### config.mk
export PLATFORM = sky130hd
export DESIGN_NAME = security_code_capture
export DESIGN_NICKNAME = d
export VERILOG_FILES = /design/src/rtl/security_code_capture.sv
export SDC_FILE = /design/constraint.sdc
export NUM_CORES = 1
export LEC_CHECK = 0
export BUFFER_PORTS_ARGS = -buffer_cell sky130_fd_sc_hd__buf_2
export CAP_MARGIN = 25
export CORE_ASPECT_RATIO = 1.2
export CORE_MARGIN = 2
export CORE_UTILIZATION = 53
export DETAILED_ROUTE_END_ITERATION = 10
export HOLD_SLACK_MARGIN = 0.1
export PLACE_DENSITY = 0.76
export SLEW_MARGIN = 20
export SYNTH_ARGS = -nofsm -noshare
export SYNTH_HDL_FRONTEND = slang
export SYNTH_SLANG_ARGS = --single-unit
### constraint.sdc
create_clock -name clk -period 1.65 [get_ports clk]
set_input_delay 0.165 -clock clk [delete_from_list [all_inputs] [get_ports clk]]
set_output_delay 0.165 -clock clk [all_outputs]
set_load 0.03 [all_outputs]
### src/rtl/security_code_capture.sv
// Code-entry controller: debounced confirm/clear, 4-bit code compare, grant/deny, display select.
// Optional lockout after repeated failures is built when SECCODE_LOCKOUT_EN is defined.
module security_code_capture #(
    parameter int          DEBOUNCE_CYCLES = 4,
    parameter int          SCAN_DIV        = 8,
    parameter int          MAX_TRIES       = 3,
    parameter int          LOCK_CYCLES     = 16,
    parameter logic [3:0]  RESET_CODE      = 4'b1010
) (
    input  logic       clk,
    input  logic       reset,
    input  logic [3:0] sw_code,
    input  logic       btn_confirm,
    input  logic       btn_clear,
    input  logic       prog,
    output logic [3:0] entered_code,
    output logic [3:0] stored_code,
    output logic       sel,
    output logic       granted,
    output logic       deny,
    output logic       alarm,
    output logic [1:0] attempts
);

    localparam int DB_W   = (DEBOUNCE_CYCLES > 1) ? $clog2(DEBOUNCE_CYCLES) : 1;
    localparam int SCAN_W = (SCAN_DIV > 1) ? $clog2(SCAN_DIV) : 1;
    localparam logic [DB_W-1:0]   DB_LAST   = DB_W'(DEBOUNCE_CYCLES - 1);
    localparam logic [SCAN_W-1:0] SCAN_LAST = SCAN_W'(SCAN_DIV - 1);

    if (DEBOUNCE_CYCLES < 1 || SCAN_DIV < 1 || LOCK_CYCLES < 1 ||
        MAX_TRIES < 1 || MAX_TRIES > 3) begin : g_bad_params
        $error("security_code_capture: parameter out of range");
    end

    typedef enum logic [2:0] {
        S_IDLE,
        S_COMPARE,
        S_GRANT,
        S_DENY
`ifdef SECCODE_LOCKOUT_EN
        , S_LOCKOUT
`endif
    } state_t;

    state_t state;

    // Index 0 = confirm, 1 = clear.
    logic [1:0]           sync_meta;
    logic [1:0]           sync_q;
    logic [1:0]           fired;
    logic [1:0]           accept;
    logic [1:0][DB_W-1:0] db_cnt;

    logic [SCAN_W-1:0]    scan_cnt;
    logic [1:0]           att_inc;

    logic conf_acc;
    logic clr_acc;

    assign conf_acc = accept[0];
    assign clr_acc  = accept[1];
    assign att_inc  = (attempts == 2'd3) ? 2'd3 : attempts + 2'd1;

    // One pulse per press: after firing, a button stays silent until its synchronized level drops.
    always_ff @(posedge clk or posedge reset) begin
        if (reset) begin
            sync_meta <= '0;
            sync_q    <= '0;
            fired     <= '0;
            accept    <= '0;
            db_cnt    <= '0;
        end else begin
            sync_meta <= {btn_clear, btn_confirm};
            sync_q    <= sync_meta;
            for (int i = 0; i < 2; i++) begin
                accept[i] <= 1'b0;
                if (!sync_q[i]) begin
                    db_cnt[i] <= '0;
                    fired[i]  <= 1'b0;
                end else if (!fired[i]) begin
                    if (db_cnt[i] == DB_LAST) begin
                        accept[i] <= 1'b1;
                        fired[i]  <= 1'b1;
                        db_cnt[i] <= '0;
                    end else begin
                        db_cnt[i] <= db_cnt[i] + 1'b1;
                    end
                end
            end
        end
    end

    always_ff @(posedge clk or posedge reset) begin
        if (reset) begin
            scan_cnt <= '0;
            sel      <= 1'b0;
        end else if (scan_cnt == SCAN_LAST) begin
            scan_cnt <= '0;
            sel      <= ~sel;
        end else begin
            scan_cnt <= scan_cnt + 1'b1;
        end
    end

`ifdef SECCODE_LOCKOUT_EN
    localparam int             LOCK_W    = $clog2(LOCK_CYCLES + 1);
    localparam logic [LOCK_W-1:0] LOCK_LOAD = LOCK_W'(LOCK_CYCLES);
    localparam logic [1:0]     MAX_T     = 2'(MAX_TRIES);

    logic              alarm_q;
    logic [LOCK_W-1:0] lock_cnt;

    assign alarm = alarm_q;
`else
    assign alarm = 1'b0;
`endif

    // Flags are set on the transition into their state so they stay registered.
    always_ff @(posedge clk or posedge reset) begin
        if (reset) begin
            state        <= S_IDLE;
            entered_code <= '0;
            stored_code  <= RESET_CODE;
            granted      <= 1'b0;
            deny         <= 1'b0;
            attempts     <= '0;
`ifdef SECCODE_LOCKOUT_EN
            alarm_q      <= 1'b0;
            lock_cnt     <= '0;
`endif
        end else begin
            deny <= 1'b0;
            case (state)
                S_IDLE: begin
                    if (clr_acc) begin
                        entered_code <= '0;
                    end else if (conf_acc) begin
                        entered_code <= sw_code;
                        state        <= S_COMPARE;
                    end
                end
                S_COMPARE: begin
                    if (entered_code == stored_code) begin
                        attempts <= '0;
                        granted  <= 1'b1;
                        state    <= S_GRANT;
                    end else begin
                        attempts <= att_inc;
`ifdef SECCODE_LOCKOUT_EN
                        if (att_inc == MAX_T) begin
                            alarm_q  <= 1'b1;
                            lock_cnt <= LOCK_LOAD;
                            state    <= S_LOCKOUT;
                        end else begin
                            deny  <= 1'b1;
                            state <= S_DENY;
                        end
`else
                        deny  <= 1'b1;
                        state <= S_DENY;
`endif
                    end
                end
                S_GRANT: begin
                    if (clr_acc) begin
                        granted <= 1'b0;
                        state   <= S_IDLE;
                    end else if (conf_acc && prog) begin
                        stored_code <= sw_code;
                    end
                end
                S_DENY: begin
                    state <= S_IDLE;
                end
`ifdef SECCODE_LOCKOUT_EN
                S_LOCKOUT: begin
                    if (lock_cnt == LOCK_W'(1)) begin
                        alarm_q  <= 1'b0;
                        attempts <= '0;
                        lock_cnt <= '0;
                        state    <= S_IDLE;
                    end else begin
                        lock_cnt <= lock_cnt - 1'b1;
                    end
                end
`endif
                default: begin
                    state <= S_IDLE;
                end
            endcase
        end
    end

endmodule

# After elaboration in Yosys (flattened, before gate mapping)
# Cells that the tools add are included.
dict set report op_classes {
  n_addsub 4
  mul 0
  div_mod_pow 0
  magnitude_cmp 0
  eq_ne 13
  shift 0
  n_mux 31
  bitwise_logic 2
  n_reduce_logical 8
}
# operator n
set ops {}
lappend ops {{2-bit two-way mux} 8}
lappend ops {{1-bit two-way mux} 15}
lappend ops {{3-bit two-way mux} 4}
lappend ops {{2-bit inequality test (second input constant)} 6}
lappend ops {{3-bit one-hot mux with 3 select lines} 1}
lappend ops {{3-bit AND reduction} 3}
lappend ops {{4-bit two-way mux} 2}
lappend ops {{2-bit by 1-bit adder with 2-bit output (second input constant)} 3}
lappend ops {{2-bit == test (second input constant)} 3}
lappend ops {{4-bit == test} 1}
lappend ops {{2-bit nonzero test} 2}
lappend ops {{3-bit by 1-bit adder with 3-bit output (second input constant)} 1}
lappend ops {{3-bit by 1-bit == test with 1-bit output (second input constant)} 1}
lappend ops {{3-bit by 2-bit == test with 1-bit output (second input constant)} 1}
lappend ops {{3-bit == test (second input constant)} 1}
lappend ops {{3-bit logical NOT} 1}
lappend ops {{1-bit NOT} 2}
lappend ops {{1-bit one-hot mux with 2 select lines} 1}
lappend ops {{2-bit AND reduction} 1}
lappend ops {{1-bit logical AND} 1}
dict set report totals {
  regBits 31
  latch_bits 0
  ramBits 0
  romBits 0
  in_bits 9
  out_inout_bits 14
  word_cells 72
  memories 0
}

# Logic depth before layout (Yosys ltp)
# Gate-level depths: netlist (run 1).
dict set report logic_depth {
  depth_word 4
  mapped_depth 4
  mapped_depth_nobuf 4
}

# Worst setup path after synthesis (run 1)
# Ideal clock, no wire load.
dict set report synth_path {
  kind {register to register}
  start {reg stored_code[3]}
  end {reg granted}
  setup_time_ns 0.126
  arrival_ns 1.233
  required_ns 1.524
  path_slack_ns 0.291
  stages_incl_launch_ff 4
  path_buffers 0
  synth_period_minus_slack_ns 1.359
  path_cell_list {dfstp_2 > xor2_1 > nor4_4 > a221o_1}
}
dict set report synth_via {
  elab_chain_len 3
}
# element line_no
set synth_rtl {}
lappend synth_rtl {{start: declaration} 17} ;# output logic [3:0] stored_code,
lappend synth_rtl {{start signal: assignment} 169} ;# stored_code <= sw_code;
lappend synth_rtl {{4-bit == test} 143} ;# if (entered_code == stored_code) begin
lappend synth_rtl {{2-bit inequality test (no line)} --}
lappend synth_rtl {{3-bit AND reduction (no line)} --}
lappend synth_rtl {{end signal: assignment} 124} ;# granted <= 1'b0;
lappend synth_rtl {{end signal: assignment} 145} ;# granted <= 1'b1;
lappend synth_rtl {{end signal: assignment} 166} ;# granted <= 1'b0;
lappend synth_rtl {{end: declaration} 19} ;# output logic granted,
# No other way between the ends.
# A chain may end at the register's enable or synchronous reset.

# Worst setup path in the final report (run 1)
# Ends and elaborated chain as after synthesis.

==> results.md, run 1 <==
- Global route total overflow: 0
- GRT Total Usage: 19.0%
- Pre-antenna DRT Iters: 4
- H-tree lvl count: 2
- Yosys warning total: 0
- Global-route wire length before repair: 3870 um
- Worst setup SP type: flip-flop
- Max Slew Vio Count: 0
- Critical path's largest stage delay: 0.55 ns
- Worst EP required: 1.86 ns
- Vias in the first global route: 948
- Reg2reg path depth: 3
- Mux contribution to synthesized area: 5.19%
- Root Buffer Master: clkbuf_4
- Critical path fanouts, max: 5
- Multi-input logic area: 473 um^2
- CP max stage cell: dfstp_2
- Final Cycle Share: 79.1%
- Fin util: 66.4%
- Data arrival, critical path: 1.52 ns
- Final wirelength: 2160 um
- Drt wl/cell: 13.4 um
- I/O pin total: 23
- Die H: 57.3 um
- Antenna-violating nets left: 0
- Status: finished clean
- # rows: 19
- Sequential cell area: 753 um^2
- Hpwl dp: 1560 um
- Max Cap Violations: 0
- Detailed-route via count: 858
- Worst Setup EP: granted$_DFFE_PP0P_
- Post-Synth XOR/XNOR Area: 3.49%
- Crit-path cells: xor2_1, nor4_4, a221o_1
- Skew final: 0.0104 ns
- Largest net degree at the start of global routing: 31
- Post-Syn Area: 1250 um^2
- Post-Syn Instances: 97
- RSZ-0062 raised after global routing: no
- Latest clock arrival within the worst-skew pair: 0.32 ns
- Max frequency: 766 MHz
- Worst VDD drop: 0.000931 V
- Die ar.: 2770 um^2
- Total power: 2.28 mW
- Final Hold Fails: 0
- Post-synthesis compound-gate area fraction: 11.2%
- DRC violations left: 0
- Tmin final: 1.31 ns
- Yosys top cell by area: dfrtp_1
- Mean Syn Cell Area: 12.9 um^2
- Layout filler cell count: 167
- PD cells: 1520 nW/um^2
- Reg2Reg Launch Point: stored_code[3]$_DFFE_PP1P_
- CTS Sinks: 30
- Fin nets: 143
- Sequential area share after synthesis: 60.1%
- Initial antenna violation count: 0
- Clock-pin slew on the worst setup and hold paths: 0.08 ns
- Static leakage: 0.742 nW
- Max Root-Sink Buffers: 2
- R2R Setup Slk: 0.34 ns
- Main combinational cell family by area after synthesis: simple AND/OR/NAND/NOR gates
- Simple-Gate Fraction of Synth Area: 13.6%
- Final setup fails: 0
- Setup_tns: 0 ns
- R2r endpoint: granted$_DFFE_PP0P_
- Top cells by area, synth: dfrtp_1, dfstp_2, ha_1
- CTS Buf Count: 5
- # diodes: 0
- Area grow syn2layout: 19.7%
- Post-synth cell types: 29
- Die W: 48.4 um
- Drt initial violations: 16
- Adder-cell share of the synthesized area: 3.99%
- Critical path startpoint: stored_code[3]$_DFFE_PP1P_
- Vias per Instance: 5.33
- Starting Density: 55.5%
- Share of layout cells above drive strength 1: 30.0%
- Seq cells post-synth: 30
- Share of the synthesized area in the top cell type: 55.9%
- Core Region: 2260 um^2
- Hold Path Class: input port to flip-flop
- Routability congestion estimate: 0.894
- CTS tree: yes
- Post-Syn Nets: 110
- Critical Path Sink Type: flip-flop
- PortBufs: 21
- Crit Path Class: flip-flop to flip-flop
==> through the flow <==
step	setup WS, ns	hold slack, ns	cell area, um^2	cells
2_1_floorplan	0.291	0.196	1250	97
3_3_place_gp	0.392	0.249	1390	147
3_5_place_dp	0.358	0.249	1390	147
4_1_cts	0.339	0.233	1500	161
5_1_grt	0.274	0.245	1500	161
6_report	0.345	0.247	1500	161
==> area by class of cell <==
type	count	area share [%]
flip-flops and latches	30	50.2
multi-input cells	62	31.5
repair buffers	29	12.2
clock buffers	7	3.00
well taps	31	2.59
inverters	2	0.500
==> critical path, delay by kind of cell (launching register included) <==
| kind | cells | cell delay, ns |
|---|---|---|
| and+or+nand+nor | 1 | 0.11 |
| AOI/OAI and AO/OA | 1 | 0.30 |
| DFF | 1 | 0.55 |
| xor gates and xnor gates | 1 | 0.24 |
==> placed cells by master, fill, tap and decap left out, drive strengths merged, types with 5 or more instances in the layout <==
cell type	Yosys	final
buf	3	22
clkbuf	0	7
dfrtp	28	28
dlygate4sd3	0	7
nor2	6	6
nor2b	5	5
o21ai	9	9
xor2	5	5
==> sequential cells by signal, indices dropped and copies added (netlist names), 2 cells and up <==
signal / cells
db_cnt: 4
entered_code: 4
stored_code: 4
scan_cnt: 3
accept: 2
attempts: 2
fired: 2
state: 2
sync_meta: 2
sync_q: 2
==> Yosys cell counts, drive strengths merged <==
library cell  count
a221o             1
nor2              6
o22ai             1
xor2              5
nand4b            1
mux2              4
dfrtp            28
inv               2
nor2b             5
ha                4
dfstp             2
a31oi             3
a21boi            1
buf               3
conb              1
nor3              2
o21ai             9
a21oi             4
mux2i             2
a211oi            1
and2b             4
a32o              1
nand2b            2
nand2             2
nor4              1
o21a              2
==> layer usage <==
layer | GRT usage (%) | part of all wire (%)
met4 | 11.0 | 3.2
met5 | 0 | 0
met2 | 34.9 | 54
met1 | 17.9 | 37
met3 | 7.59 | 5.9
==> power breakdown <==
part | internal, mW | leakage (nW) | switching (mW)
sequential | 0.911 | 0.373 | 0.182
combinational | 0.309 | 0.344 | 0.494
clock | 0.160 | 0.0254 | 0.219
total | 1.38 | 0.742 | 0.895
==> repair_timing <==
action / 4_1_cts / 5_1_grt
setup buffers: 0 / 0
resized for setup: 0 / 0
hold endpoints to repair: 35 / 0
endpoints found under the setup margin: 0 / 0
hold buffers: 7 / 0
==> worst min-delay path by stage <==
stage / start / endpoint / slack, ns / cells past startpoint
final: prog / stored_code[2]$_DFFE_PP0P_ / 0.25 / 3
after global placement: reset / scan_cnt[1]$_DFF_PP0_ / 0.25 / 3
after detailed placement: reset / scan_cnt[2]$_DFF_PP0_ / 0.25 / 3
after floorplan: btn_confirm / sync_meta[0]$_DFF_PP0_ / 0.20 / 0
after global routing: prog / stored_code[2]$_DFFE_PP0P_ / 0.25 / 3
after CTS: prog / stored_code[2]$_DFFE_PP0P_ / 0.23 / 3
==> cell families (layout without fill, tap and decap cells) <==
kind of cell	after synthesis	count (layout)
and+or+nand+nor	23	23
adders and majority gates	4	4
xor gates and xnor gates	5	5
DFF	30	30
AOI/OAI and AO/OA	23	23
buffers and inverters	5	38
muxes	6	6
other	1	1
Note: power is estimated with default switching activity, not from simulation.
==> inputs of run 2 (changes only) <==
ABC_AREA = 1   (was unset)
CORE_UTILIZATION = 48   (was 53)
PLACE_DENSITY = 0.72   (was 0.76)
clock period = 1.2 ns   (was 1.65 ns; I/O delays follow)
==> run 2 against run 1 <==
Effect of this change:
- sequential power increased by 37%
- largest power group unchanged
- die area increased by 7.4%
- worst setup slack worse by 0.30 ns
- worst hold slack worse by 0.11 ns
- routed wire length is essentially flat
- clock power increased by 54%
- non-clock buffer count rose by 1
- utilization is 3.5 points lower
- global-route usage shrank 2.2 points
- combinational power rose by 68%
- cell count grew 22%
- final area is 3.8% higher
- highest routed layer unchanged
==> results.md, run 2 <==
- Status: finished clean
- Drt wl/cell: 10.9 um (-18%)
- Vias per Instance: 4.77 (-10%)
- Core Region: 2480 um^2 (+9.7%)
- Crit-path cells: buf_6
- Most frequent cell after synthesis: nand2_1
- Max frequency: 863 MHz
- Total power: 3.42 mW (+50%)
- Worst VDD drop: 0.00122 V (+31%)
- Starting Density: 49.5% (-6.0 points)
- Biggest regs: db_cnt x4, entered_code x4, stored_code x4
- Global route total overflow: 0 (unchanged)
- Antenna-violating nets left: 0 (unchanged)
- Pre-antenna DRT Iters: 4 (unchanged)
- Worst setup SP type: flip-flop
- Skew final: 0.00492 ns (-0.00550 ns)
- DRC violations left: 0 (unchanged)
- Final Hold Fails: 0 (unchanged)
- Layout filler cell count: 210 (+26%)
- WP buf/inv: 1 (+1)
- GRT Total Usage: 16.8% (-2.2 points)
- R2R Setup Slk: 0.05 ns (-0.29 ns)
- Logic pwr share: 39.4% (+4.1 points)
- Initial antenna violation count: 0 (unchanged)
- PD cells: 2200 nW/um^2 (+45%)
- Clock-pin slew on the worst setup and hold paths: 0.08 ns (about the same)
- Latest clock arrival within the worst-skew pair: 0.32 ns (about the same)
- Sw Share: 41.0% (+1.6 points)
- Most common cell after layout, fill and taps aside: nand2_1
- I/O pin total: 23 (unchanged)
- Critical path fanouts, max: 4 (-1)
- Max Root-Sink Buffers: 2 (unchanged)
- Synth top cells by count: nand2_1, dfrtp_1, inv_1, nand3_1
- # diodes: 0 (unchanged)
- CTS tree: yes
- Synth async-reset ratio: 100% (unchanged)
- Reg2reg path depth: 7 (+4)
- Area grow syn2layout: 27.0%
- Reg2Reg Launch Point: stored_code[3]$_DFFE_PP1P_
- Crit Path Class: flip-flop to output port
- Max Slew Vio Count: 0 (unchanged)
- CTS Buf Count: 5 (unchanged)
- Post-synth EDFFs: 0 (unchanged)
- Final wirelength: 2160 um (about the same)
- Internal power consumption: 2.02 mW (+46%)
- Die W: 50.1 um (+3.6%)
- # rows: 20 (+1)
- Share of the synthesized area in the top cell type: 57.1% (+1.3 points)
- Dpl ws: 0.0570 ns (-0.301 ns)
- Routability congestion estimate: 0.767 (-14%)
- Multi-input logic area: 415 um^2 (-12%)
- H-tree lvl count: 2 (unchanged)
- R2r endpoint: attempts[0]$_DFFE_PP0P_
- Fin nets: 177 (+24%)
- Hpwl dp: 1500 um (-3.9%)
- Sequential cell area: 753 um^2 (unchanged)
- Min-Delay Endpoint: stored_code[3]$_DFFE_PP1P_
- Static leakage: 0.842 nW (+13%)
- Data arrival, critical path: 1.04 ns (-0.48 ns)
- Yosys top cell by area: dfrtp_1
- Switching Power: 1.40 mW (+57%)
- Critical Path Sink Type: output port
- Hold-critical path depth: 3 (unchanged)
- Clk pwr share: 17.1% (+0.4 points)
- PortBufs: 21 (unchanged)
- Share of layout cells above drive strength 1: 29.3% (-0.73 points)
- Reg power frac: 43.4% (-4.6 points)
- Tmin final: 1.16 ns
- Final setup fails: 0 (unchanged)
- Root Buffer Master: clkbuf_4
- Post-synth cell types: 20 (-31%)
- Mean Syn Cell Area: 9.58 um^2 (-26%)
- Top cells by area, synth: dfrtp_1, nand2_1, inv_1
- Critical path startpoint: stored_code[1]$_DFFE_PP1P_
- Hold Path Class: input port to flip-flop
- Die ar.: 2980 um^2 (+7.4%)
- Most frequent cells in the layout: nand2_1, dfrtp_1, inv_1, buf_2
- Final worst slack: 0.0414 ns (-0.303 ns)
- Max Cap Violations: 0 (unchanged)
- Largest net degree at the start of global routing: 31 (unchanged)
- Yosys warning total: 0 (unchanged)
- Delay-heaviest family, CP: flip-flops
- Post-Syn Instances: 128 (+32%)
- Worst EP required: 1.08 ns (-0.78 ns)
- CP max stage cell: dfstp_2
- Vias in the first global route: 898 (-5.3%)
- CTS Sinks: 30 (unchanged)
- RSZ-0062 raised after global routing: yes
- Detailed-route via count: 940 (+9.6%)
- Sequential area share after synthesis: 61.4% (+1.3 points)
- Drt initial violations: 22 (+6)
- Prevailing post-synth register cell: dfrtp_1
- Hold Startpoint: prog
- Final Cycle Share: 96.5%
- Post-Syn Nets: 141 (+28%)
- Seq cells post-synth: 30 (unchanged)
- Die H: 59.4 um (+3.6%)
- Post-Syn Area: 1230 um^2 (-2.2%)
- Critical path's largest stage delay: 0.58 ns (+0.03 ns)
- Global-route wire length before repair: 3660 um (-5.3%)
[run 2: cell count changes after synthesis, moves of 4 or more]
cell     before  now
nor2b_1       4    0
nand2_1       2   37
o21ai_0       9    0
nand3_1       0    8
o21ai_1       0    4
xor2_1        5    1
mux2_2        4    0
inv_1         2   23
[run 2: area by class of cell]
class                   instances  share of cell area (%)
flip-flops and latches         30                    48.4
multi-input cells              73                    26.7
clock buffers                   7                    3.53
inverters                      24                    5.78
well taps                      33                    2.65
repair buffers                 30                    13.0
[run 2: repair_timing]
item                                    4_1_cts  5_1_grt
hold endpoints to repair                     38        0
hold buffers                                  7        0
endpoints found under the setup margin        2        7
buffers inserted                              0        1
gates resized for setup                       2       16
pin swaps                                     0        8
[run 2: worst register-to-register path, cell delays in order (launching register included)]
cell and delay (ns):
dfstp_2 0.57, inv_2 0.04, nand2_2 0.05, nand2_2 0.06, nor2_4 0.12, nand2_2 0.08
nand3_2 0.07, nand2_2 0.05
[run 2: metal layers]
layer  vias to the layer above  GRT usage (%)  wire length (um)
met5                         -              0                 0
met4                         0           7.54                34
met3                         7           7.83               104
met2                        20           28.0              1150
met1                       445           18.3               869
li1                        468              -                 -
[run 2: cells by family after synthesis]
group | count (synthesis) | share of synthesized area [%]
AO/OA/AOI/OAI | 13 | 6.53
XOR/XNOR | 1 | 0.714
adder cells (fa/ha/maj) | 4 | 4.08
buffers and inverters | 25 | 7.96
flip-flops | 30 | 61.4
other | 1 | 0.306
AND/OR/NAND/NOR | 54 | 19.0
[run 2: how the worst max path moves through the flow]
stage,end,slack [ns],cells past startpoint
floorplan,state[0]$_DFFE_PP0P_,0.01,7
global placement,state[0]$_DFFE_PP0P_,0.08,7
detailed placement,state[0]$_DFFE_PP0P_,0.06,7
CTS,stored_code[1],0.02,1
global route,state[0]$_DFFE_PP0P_,-0.02,7
finish,stored_code[1],0.04,1
[run 2: power by group through the flow]
stage	sequential [mW]	combinational [mW]	clock, mW
3_3_place_gp	1.47	1.12	0
6_report	1.49	1.35	0.587
5_1_grt	1.53	1.49	0.667
4_1_cts	1.47	1.18	0.614
3_5_place_dp	1.49	1.15	0
2_1_floorplan	1.79	0.526	0
[run 2: through the flow]
step,instance area (um^2),TNS [ns],utilization [%],hold WS (ns),std cells
4_1_cts,1500,0,60.7,0.117,196
5_1_grt,1560,-0.0559,62.9,0.110,197
3_5_place_dp,1370,0,55.4,0.214,182
6_report,1560,0,62.9,0.133,197
2_1_floorplan,1230,0,-,0.151,128
3_3_place_gp,1370,0,55.4,0.205,182
==> inputs of run 3 (changes only) <==
MAX_ROUTING_LAYER = met4   (was unset)
clock period = 0.96 ns   (was 1.2 ns; I/O delays follow)
==> run 3 against run 2 <==
Effect of this change:
- the flow now finishes with violations (negative setup slack)
- worst setup slack lost 0.31 ns
- via count grew 14%
- critical path type is now flip-flop to flip-flop
- clock power grew 59%
- first-iteration DRC count grew 23%
- sequential power grew 28%
- sequential share of layout area shrank 8.4 points
- critical endpoint is now state[0]$_DFFE_PP0P_
- total power grew 54%
- utilization grew 13 points
==> results.md, run 3 (same netlist as run 2, synthesis figures left out) <==
- Die H: 59.4 um (unchanged)
- Status: complete, but fails checks
- Worst setup SP type: flip-flop
- I/O pin total: 23 (unchanged)
- Drt initial violations: 27 (+23%)
- Final setup fails: 27 (+27)
- CTS tree: yes
- Static leakage: 0.979 nW (+16%)
- Post-route cell area: 1890 um^2 (+21%)
- Detailed-route via count: 1075 (+14%)
- Most frequent cells in the layout: nand2_1, dfrtp_1, inv_1, buf_6, buf_4
- Tmin final: 1.23 ns
- Final worst slack: -0.273 ns (-0.314 ns)
- Starting Density: 49.5% (unchanged)
- Largest net degree at the start of global routing: 31 (unchanged)
- Placed Area: 1450 um^2 (+5.8%)
- Hpwl dp: 1590 um (+6.4%)
- Violated checks: negative setup slack
- Biggest regs: db_cnt x4, entered_code x4, stored_code x4
- Core Region: 2480 um^2 (unchanged)
- Crit Path Class: flip-flop to flip-flop
- Fin nets: 196 (+11%)
- Die ar.: 2980 um^2 (unchanged)
- Max Slew Vio Count: 0 (unchanged)
- Initial antenna violation count: 0 (unchanged)
- Die W: 50.1 um (unchanged)
- Share of layout cells above drive strength 1: 41.8% (+13 points)
- Area grow syn2layout: 54.1%
- # diodes: 0 (unchanged)
- Antenna-violating nets left: 0 (unchanged)
- Final Cycle Share: 128%
- Data arrival, critical path: 1.47 ns (+0.43 ns)
- Clock-pin slew on the worst setup and hold paths: 0.10 ns (+0.02 ns)
- Critical Path Sink Type: flip-flop
- DRC violations left: 0 (unchanged)
- Final wirelength: 2910 um (+35%)
- Vias per Instance: 4.95 (+3.8%)
- RSZ-0062 raised after global routing: yes
- Drt wl/cell: 13.4 um (+23%)
- Final Hold Fails: 0 (unchanged)
- Worst EP required: 1.20 ns (+0.12 ns)
- PortBufs: 21 (unchanged)
- CTS Buf Count: 5 (unchanged)
- Skew final: 0.0151 ns (+0.0102 ns)
- GRT Total Usage: 22.4% (+5.5 points)
- Sequential cell area: 754 um^2 (+0.17%)
- # rows: 20 (unchanged)
- Critical path fanouts, max: 2 (-2)
- Global-route wire length before repair: 4510 um (+23%)
- Most common cell after layout, fill and taps aside: nand2_1
- Latest clock arrival within the worst-skew pair: 0.34 ns (+0.02 ns)
- Hold Path Class: input port to asynchronous set/reset pin
- Max frequency: 811 MHz
- Setup_tns: -2.67 ns (-2.67 ns)
- H-tree lvl count: 2 (unchanged)
- Pre-antenna DRT Iters: 4 (unchanged)
- Max Root-Sink Buffers: 2 (unchanged)
- PD cells: 2800 nW/um^2 (+27%)
- Max Cap Violations: 0 (unchanged)
- Vias in the first global route: 1040 (+16%)
- Dpl ws: -0.187 ns (-0.244 ns)
- Layout filler cell count: 158 (-25%)
- Routability congestion estimate: 0.833 (+8.6%)
- Root Buffer Master: clkbuf_4
- CTS Sinks: 30 (unchanged)
- Multi-input logic area: 480 um^2 (+16%)
- Global route total overflow: 0 (unchanged)
- Worst VDD drop: 0.00187 V (+54%)
-- run 3: cell types whose count changed in the layout (fill, tap and decap cells not counted), sizes merged --
cell / delta
buf: +18
clkbuf: +1
dlygate4sd3: +1
-- run 3: power by group --
group	switching, mW	leakage, nW	internal, mW
registers	0.302	0.380	1.60
logic	1.29	0.555	1.16
clock network	0.436	0.0446	0.500
total	2.03	0.979	3.25
-- run 3: critical path, stage by stage, from the launching register on --
cell     delay (ns)
dfstp_2        0.56
buf_6          0.10
inv_2          0.02
nand2_1        0.05
nand2_1        0.06
nor2_2         0.14
nand2_2        0.09
nand2_2        0.08
nand2_2        0.05
-- run 3: repair_timing --
item / 4_1_cts / 5_1_grt
resized for setup: 34 / 22
setup buffers: 7 / 5
hold buffers: 8 / 0
endpoints found under the hold margin: 40 / 0
pin swaps: 4 / 9
setup endpoints to repair: 29 / 32
-- run 3: worst paths after layout --
check / start / to / slack (ns) / depth (start not counted)
worst max-delay path: stored_code[1]$_DFFE_PP1P_ / state[0]$_DFFE_PP0P_ / -0.27 / 8
worst min-delay path: reset / db_cnt[0]$_DFFE_PP0P_ / 0.33 / 4
worst max register to register: stored_code[1]$_DFFE_PP1P_ / state[0]$_DFFE_PP0P_ / -0.27 / 8
worst min register to register: sync_meta[1]$_DFF_PP0_ / sync_q[1]$_DFF_PP0_ / 0.36 / 0
max in group asynchronous: reset / stored_code[1]$_DFFE_PP1P_ / 0.38 / 4
min in group clk: sync_meta[1]$_DFF_PP0_ / sync_q[1]$_DFF_PP0_ / 0.36 / 0
-- run 3: per-stage QoR --
stage | instances | total power, mW | hold slack, ns | utilization [%]
2_1_floorplan | 128 | 2.89 | 0.127 | -
3_3_place_gp | 189 | 3.38 | 0.140 | 58.6
3_5_place_dp | 189 | 3.44 | 0.141 | 58.6
4_1_cts | 212 | 4.94 | 0.316 | 71.6
5_1_grt | 217 | 5.59 | 0.338 | 76.3
6_report | 217 | 5.28 | 0.334 | 76.3
-- run 3: area by class of cell --
cell class              instances  share of cell area (%)
flip-flops and latches         30                    39.9
multi-input cells              73                    25.4
repair buffers                 49                    23.5
inverters                      24                    4.77
clock buffers                   8                    4.17
well taps                      33                    2.19
-- run 3: routing by layer --
layer  share of wire [%]  GRT usage [%]  routed length [um]
met5                   0              -                   0
met4                 2.4           11.5                  70
met3                 4.6           9.34                 133
met2                  55           39.7                1610
met1                  38           20.1                1100
